--- src/rtl/fifo_packer_pkg.sv ---
// Shared types for the FIFO read-side word packer.
package fifo_packer_pkg;

   // IDLE: no lanes held, FILL: 1..Ratio-1 lanes held, HOLD: beat on the outputs
   typedef enum logic [1:0] {
      StIdle,
      StFill,
      StHold
   } packer_state_e;

endpackage

--- src/rtl/fifo_packer_timer.sv ---
// Saturating idle counter for the word packer. expired_o fires in the cycle whose
// increment brings the count up to TimeoutCycles.
module fifo_packer_timer #(
   parameter int unsigned TimeoutCycles = 64
) (
   input  logic clk_i,
   input  logic rst_i,
   input  logic clr_i,
   input  logic en_i,
   output logic expired_o
);

   localparam int unsigned TmrW = $clog2(TimeoutCycles + 1);
   localparam logic [TmrW-1:0] TmrMax = TmrW'(TimeoutCycles);

   logic [TmrW-1:0] cnt_d, cnt_q;

   // Next count: clear wins, otherwise count up and saturate at TmrMax.
   always_comb begin
      cnt_d = cnt_q;
      if (clr_i) begin
         cnt_d = '0;
      end else if (en_i && (cnt_q != TmrMax)) begin
         cnt_d = cnt_q + TmrW'(1);
      end
   end

   assign expired_o = en_i && !clr_i && (cnt_d == TmrMax);

   // Counter register with synchronous reset.
   always_ff @(posedge clk_i) begin
      if (rst_i) begin
         cnt_q <= '0;
      end else begin
         cnt_q <= cnt_d;
      end
   end

endmodule

--- src/rtl/fifo_word_packer.sv ---
// Packs Ratio narrow FIFO words into one wide beat, lanes filled LSB first.
// Partial beats close on flush_i, or on an idle timeout when PACKER_TIMEOUT_EN
// is defined (without it, a partial beat waits for flush_i indefinitely).
module fifo_word_packer
   import fifo_packer_pkg::*;
#(
   parameter int unsigned InWidth       = 16,
   parameter int unsigned Ratio         = 4,
   parameter int unsigned TimeoutCycles = 64
) (
   input  logic                     clk_i,
   input  logic                     rst_i,
   input  logic                     in_valid_i,
   output logic                     in_ready_o,
   input  logic [InWidth-1:0]       in_data_i,
   output logic                     out_valid_o,
   input  logic                     out_ready_i,
   output logic [InWidth*Ratio-1:0] out_data_o,
   output logic [Ratio-1:0]         out_strb_o,
   output logic                     out_last_o,
   input  logic                     flush_i,
   output logic                     busy_o
);

   localparam int unsigned LaneW = $clog2(Ratio);
   localparam logic [LaneW-1:0] LastLane = LaneW'(Ratio - 1);

   packer_state_e              state_q;
   logic [LaneW-1:0]           cnt_q;
   logic [InWidth*Ratio-1:0]   data_q;
   logic [Ratio-1:0]           strb_q;
   logic                       last_q;
   logic                       accept;
   logic                       timeout_hit;

   assign accept = in_valid_i && (state_q != StHold);

`ifdef PACKER_TIMEOUT_EN
   // Timer only runs on FILL cycles without an accepted word.
   fifo_packer_timer #(
      .TimeoutCycles(TimeoutCycles)
   ) u_timer (
      .clk_i    (clk_i),
      .rst_i    (rst_i),
      .clr_i    ((state_q != StFill) || accept),
      .en_i     ((state_q == StFill) && !accept),
      .expired_o(timeout_hit)
   );
`else
   logic unused_tmo;
   assign unused_tmo  = ^TimeoutCycles;
   assign timeout_hit = 1'b0;
`endif

   // Packer FSM; all outputs come straight from these registers.
   always_ff @(posedge clk_i) begin
      if (rst_i) begin
         state_q <= StIdle;
         cnt_q   <= '0;
         data_q  <= '0;
         strb_q  <= '0;
         last_q  <= 1'b0;
      end else begin
         unique case (state_q)
            StIdle, StFill: begin
               if (accept) begin
                  data_q[int'(cnt_q)*InWidth +: InWidth] <= in_data_i;
                  strb_q[cnt_q]                          <= 1'b1;
                  if (cnt_q == LastLane) begin
                     // Full beat; cnt stays at the last lane until HOLD exit.
                     state_q <= StHold;
                     last_q  <= flush_i;
                  end else begin
                     cnt_q <= cnt_q + LaneW'(1);
                     if (flush_i) begin
                        state_q <= StHold;
                        last_q  <= 1'b1;
                     end else begin
                        state_q <= StFill;
                     end
                  end
               end else if ((state_q == StFill) && (flush_i || timeout_hit)) begin
                  state_q <= StHold;
                  last_q  <= 1'b1;
               end
            end
            StHold: begin
               if (out_ready_i) begin
                  state_q <= StIdle;
                  cnt_q   <= '0;
                  data_q  <= '0;
                  strb_q  <= '0;
                  last_q  <= 1'b0;
               end
            end
            default: state_q <= StIdle;
         endcase
      end
   end

   assign in_ready_o  = (state_q != StHold);
   assign out_valid_o = (state_q == StHold);
   assign busy_o      = (state_q != StIdle);
   assign out_data_o  = data_q;
   assign out_strb_o  = strb_q;
   assign out_last_o  = last_q;

endmodule

--- config.mk ---
export PLATFORM = sky130hd
export DESIGN_NAME = fifo_word_packer
export DESIGN_NICKNAME = d
export VERILOG_FILES = /design/src/rtl/fifo_packer_pkg.sv /design/src/rtl/fifo_packer_timer.sv /design/src/rtl/fifo_word_packer.sv
export SDC_FILE = /design/constraint.sdc
export NUM_CORES = 1
export LEC_CHECK = 0
export ABC_AREA = 1
export BUFFER_PORTS_ARGS = -buffer_cell sky130_fd_sc_hd__buf_4
export CAP_MARGIN = 25
export CORE_AREA = 2 2 87 89
export CTS_CLUSTER_DIAMETER = 40
export DETAILED_ROUTE_END_ITERATION = 10
export DIE_AREA = 0 0 89 91
export PLACE_DENSITY = 0.73
export SYNTH_ARGS = -nofsm -noshare
export SYNTH_HDL_FRONTEND = slang
export SYNTH_HIERARCHICAL = 1
export SYNTH_SLANG_ARGS = --single-unit
export TNS_END_PERCENT = 30
--- constraint.sdc ---
create_clock -name clk_i -period 2.2 [get_ports clk_i]
set_clock_uncertainty 0.15 [all_clocks]
set_input_delay 0.22 -clock clk_i [delete_from_list [all_inputs] [get_ports clk_i]]
set_output_delay 0.22 -clock clk_i [all_outputs]
set_load 0.01 [all_outputs]
After elaboration in Yosys (flattened, before gate mapping)

Index checks and enable logic that the tools add are counted.

Reduce and logical (&&, ||, !) cells: 11
Shift operators: 2
$lt $le $gt $ge: 2
$add $sub $neg: 2
Mux-type cells: 24
Equal/unequal tests: 9
Bitwise operators: 1

Operators by type and width:

| operator                                                                  | count |
|---|---|
| 64-bit two-way mux                                                        | 2 |
| 64-bit one-hot mux with 2 select lines                                    | 1 |
| 64-bit bitwise mux                                                        | 1 |
| 16-bit by 34-bit variable shift with 64-bit output (first input constant) | 1 |
| 16-bit by 34-bit variable part select with 64-bit output                  | 1 |
| 6-bit negator with 34-bit output                                          | 1 |
| 2-bit two-way mux                                                         | 7 |
| 4-bit two-way mux                                                         | 2 |
| 2-bit one-hot mux with 2 select lines                                     | 2 |
| 4-bit one-hot mux with 2 select lines                                     | 1 |
| 4-bit AND reduction                                                       | 2 |
| 1-bit two-way mux                                                         | 6 |
| 2-bit != test (second input constant)                                     | 3 |
| 2-bit equality test (second input constant)                               | 2 |
| 4-bit != test (second input constant)                                     | 1 |
| 4-bit bitwise OR                                                          | 1 |
| 2-bit nonzero test                                                        | 2 |
| 1-bit logical AND                                                         | 3 |
| 2-bit by 3-bit < comparator with 1-bit output (second input constant)     | 1 |
| 3-bit != test (second input constant)                                     | 1 |
| 3-bit AND reduction                                                       | 1 |
| 2-bit by 1-bit adder with 2-bit output (second input constant)            | 1 |
| 1-bit demux with 2-bit select                                             | 1 |
| 2-bit by 1-bit equality test with 1-bit output (second input constant)    | 1 |
| other kinds (6)                                                           | 6 |

Output and inout bits: 72
Bits in registers: 73
Word-level logic and storage cells: 56
Input port bits: 21

Longest topological paths before layout

Depth after elaboration: 7
Mapped depth: 10
Depth with buffers taken out: 9

Worst setup path after synthesis

OpenSTA, ideal clock, no wires.

Kind: register to register
From: register cnt_q[0]
To: register data_q[9] (netlist: out_data_o[9])
Stages on the path, launching flop included: 9
Setup time: 0.064 ns
Data arrival time: 1.861 ns
Slack: 0.126 ns
Required time: 1.986 ns
Buffers on the path: 1
Cell sequence: dfxtp_1 inv_1 ha_1 nor2_1 clkbuf_1 nand3_1 nand2_1 nand2_1 nor2_1

Word-level cells in the longest chain between the ends: 5
Elaborated cells between the ends (all ways): 6

Ends and longest elaborated chain:

| element                                                                                                                        | line                   | text |
|---|---|---|
| from (decl)                                                                                                                    | fifo_word_packer.sv:29 | `logic [LaneW-1:0] cnt_q;` |
| from (signal assigned)                                                                                                         | fifo_word_packer.sv:74 | `cnt_q <= cnt_q + LaneW'(1);` |
| 6-bit negator with 34-bit output (*)                                                                                           | fifo_word_packer.sv:67 | `data_q[int'(cnt_q)*InWidth +: InWidth] <= in_data_i;` |
| 16-bit by 34-bit variable part select with 64-bit output or 16-bit by 34-bit variable shift with 64-bit output (tied branches) | fifo_word_packer.sv:67 |  |
| 64-bit bitwise mux (*)                                                                                                         | fifo_word_packer.sv:67 |  |
| 64-bit two-way mux (*)                                                                                                         | fifo_word_packer.sv:66 | `if (accept) begin` |
| 64-bit one-hot mux with 2 select lines (*)                                                                                     | fifo_word_packer.sv:64 | `unique case (state_q)` |
| to (signal, indexed assignment)                                                                                                | fifo_word_packer.sv:67 |  |
| to (decl)                                                                                                                      | fifo_word_packer.sv:30 | `logic [InWidth*Ratio-1:0] data_q;` |

Every way passes the cells marked *; elsewhere a longest branch is shown, timed or not. The select of a mux whose other input is x is not followed.
A chain may end at the register's enable or synchronous reset.

Final worst setup path

From: register cnt_q[1]
To: register data_q[37] (netlist: out_data_o[37])

The elaborated chain is that of the path after synthesis.

==> summary.txt <==
Status
  – Status: completed

Logic synthesis
  – Area leader, netlist: dfxtp_1
  – Asr flop ratio synth: 0%
  – Post-synthesis compound-gate area fraction: 13.3%
  – Mean Syn Cell Area: 7.16 µm²
  – EDFF count, synth: 0
  – Post-Synth XOR/XNOR Area: 0%
  – Post-synthesis net count: 475
  – Post-Syn Area: 3200 µm²
  – Top_reg_cell synth: dfxtp_1
  – #FFs+latches synth: 73
  – Synthesized instance count: 446
  – Distinct cells, synth: 22
  – Simple-gate share of the synthesized area: 30.3%
  – Yosys top cell area share: 45.7%
  – Top cells by area, synth: dfxtp_1 (46%), nand3_1 (10%), nor2_1 (9.2%)
  – Post-Synth Adder-Cell Area: 3.13%
  – Mux share of post-synthesis cell area: 0%
  – Synth warn: 6
  – Seq/Total Area, Yosys: 45.7%
  – Largest family of logic cells by synthesized area: simple AND/OR/NAND/NOR gates

Global route
  – Vias in the first global route: 2827
  – GRT Total Usage: 21.7%
  – Initial antenna violation count: 0
  – Largest net degree at the start of global routing: 69
  – Overflow left after global routing: 0
  – First-pass GRT wire length: 13.7 mm

Floorplan
  – Die span in x: 89 µm
  – Io pins: 93
  – Initial Utilization: 44.8%
  – FP Rows: 31
  – Die area: 8100 µm²
  – Die height: 91 µm
  – Core Box Area: 7140 µm²

Drt
  – DRC viols: 0
  – Wirelength per Cell: 13.6 µm
  – Vias/cell: 4.91
  – Starting DRT DRC Count: 189
  – Detailed Routing Iterations Pass 1: 5
  – DRT Wirelength: 8.64 mm
  – DRT antenna net count: 0
  – Via total after detailed routing: 3130

Flow run
  – Maximum Capacitance Violations: 0

Placed design
  – Gpl congestion: 0.855
  – Area post-placement: 3970 µm²
  – Placed cells: 621
  – Post-DP HPWL: 6.25 mm
  – Port bufs: 92

Critical path
  – CP arrival: 1.95 ns
  – CP Max Fanout: 16
  – Length in cells of the worst reg-to-reg path: 6
  – Crit end category: register
  – Setup Crit Path Kind: reg -> reg
  – Critical Path RT: 2.32 ns
  – Worst setup SP type: register

Min path
  – HP Class: in -> reg
  – Hold Crit Depth: 3

Clocking
  – Clock tree buffer depth: 2
  – Root buffer cell: clkbuf_8
  – CTS Buf Count: 9
  – Cts repair resizes: 0
  – Clock transition at the registers of the reported paths: 0.08 ns
  – CTS tree: done
  – H-Tree Depth: 3
  – Clock Latency Late Sink: 0.34 ns
  – Clk sink count: 73

Power
  – PwrDens: 866 nW/µm²
  – Leakage dissipation: 1.96 nW
  – Peak supply drop: 0.000490 V

Cells and area
  – Layout cells sized above 1: 23.6%
  – Post-Layout Cell Count: 637
  – Net count, final: 563
  – Area Overhead vs Synth: 30.7%
  – Design area: 4180 µm²
  – # diodes: 0

STA
  – Final setup fails: 0
  – Hold slack final: 0.0382 ns
  – RSZ-0062 raised after global routing: false
  – Pins Over Slew Limit: 0
  – Fin crit share: 83.1%
  – Worst-Margin Slew: 0.389 ns
  – Setup TNS: 0 ns
  – Normalized max-slew margin: 73.9%
  – Final min period: 1.83 ns
  – Final hold vios: 0
  – Highest Clock Rate: 547 MHz
[cell families (layout without fill, tap and decap cells)]
| logic type | count (synthesis) | count (layout) |
|---|---|---|
| AOI/OAI and AO/OA | 84 | 84 |
| buffers and inverters | 54 | 146 |
| DFF | 73 | 73 |
| adders and majority gates | 8 | 8 |
| and+or+nand+nor | 227 | 227 |
[critical path, stage by stage (launching register included)]
cell and delay, ns:
dfxtp_1 0.41, inv_1 0.12, ha_1 0.41, and3_1 0.19, buf_4 0.20, nand3_1 0.11, a21oi_1 0.17
[what timing repair did]
| action | 4_1_cts | 5_1_grt |
|---|---|---|
| setup buffers | 0 | 0 |
| hold buffers | 1 | 0 |
| setup endpoints to repair | 0 | 0 |
| hold endpoints to repair | 2 | 0 |
[layout by cell type, fill, tap and decap left out, types with 2 or more instances in the layout]
cell type / n
nor3_1: 2
o21ai_0: 41
ha_1: 8
nand2_4: 2
o21ai_1: 2
clkinv_2: 2
nor2_1: 77
a21oi_1: 40
clkbuf_8: 10
nand2_1: 74
inv_1: 24
dfxtp_1: 73
buf_4: 103
nand3_1: 67
[through the flow]
step / setup slack [ns] / power (mW) / utilization, %
floorplan: 0.126 / 2.19 / -
global placement: 0.428 / 2.59 / 55.7
detailed placement: 0.401 / 2.61 / 55.7
CTS: 0.380 / 3.63 / 58.5
global route: 0.156 / 3.82 / 58.5
finish: 0.372 / 3.62 / 58.5
[routing by layer]
| metal | track usage, % | share of wire (%) |
|---|---|---|
| met1 | 31.0 | 47 |
| met2 | 32.7 | 44 |
| met3 | 3.73 | 7.7 |
| met4 | 7.46 | 1.3 |
| met5 | 0 | 0 |
[state kept, by name, summed over array words and instances, names as in the netlist]
signal and flops:
cnt_q 2, out_data_o 64, out_last_o 1, out_strb_o 4, state_q 2
[layout make-up]
class,instances,area (µm²)
clock buffer,10,138
clock inverter,5,56.3
fill,725,2960
inverter,26,100
multi-input combinational,319,1500
sequential,73,1460
tap,99,124
timing repair buffer,105,803
[synthesized netlist by cell type (8+ instances only)]
library cell / count
nand2_1: 74
buf_2: 14
nor2_1: 78
dfxtp_1: 73
ha_1: 8
a21oi_1: 40
o21ai_0: 41
clkbuf_1: 11
nand3_1: 67
inv_1: 24
[report_power, final]
group          internal, mW  leakage (nW)  switching, mW  total (mW)
sequential             1.48         0.599         0.0946        1.58
combinational         0.422          1.26          0.585        1.01
clock                 0.546        0.0981          0.487        1.03
[worst paths after layout]
kind	start	to	slack, ns
max	cnt_q[1]$_SDFFE_PP0P_	out_data_o[37]$_SDFFE_PP0P_	0.37
min	in_data_i[4]	out_data_o[52]$_SDFFE_PP0P_	0.04
max reg2reg	cnt_q[1]$_SDFFE_PP0P_	out_data_o[37]$_SDFFE_PP0P_	0.37
min reg2reg	out_strb_o[3]$_SDFFE_PP0P_	out_strb_o[3]$_SDFFE_PP0P_	0.33
Power figures use the tool's default switching activity.
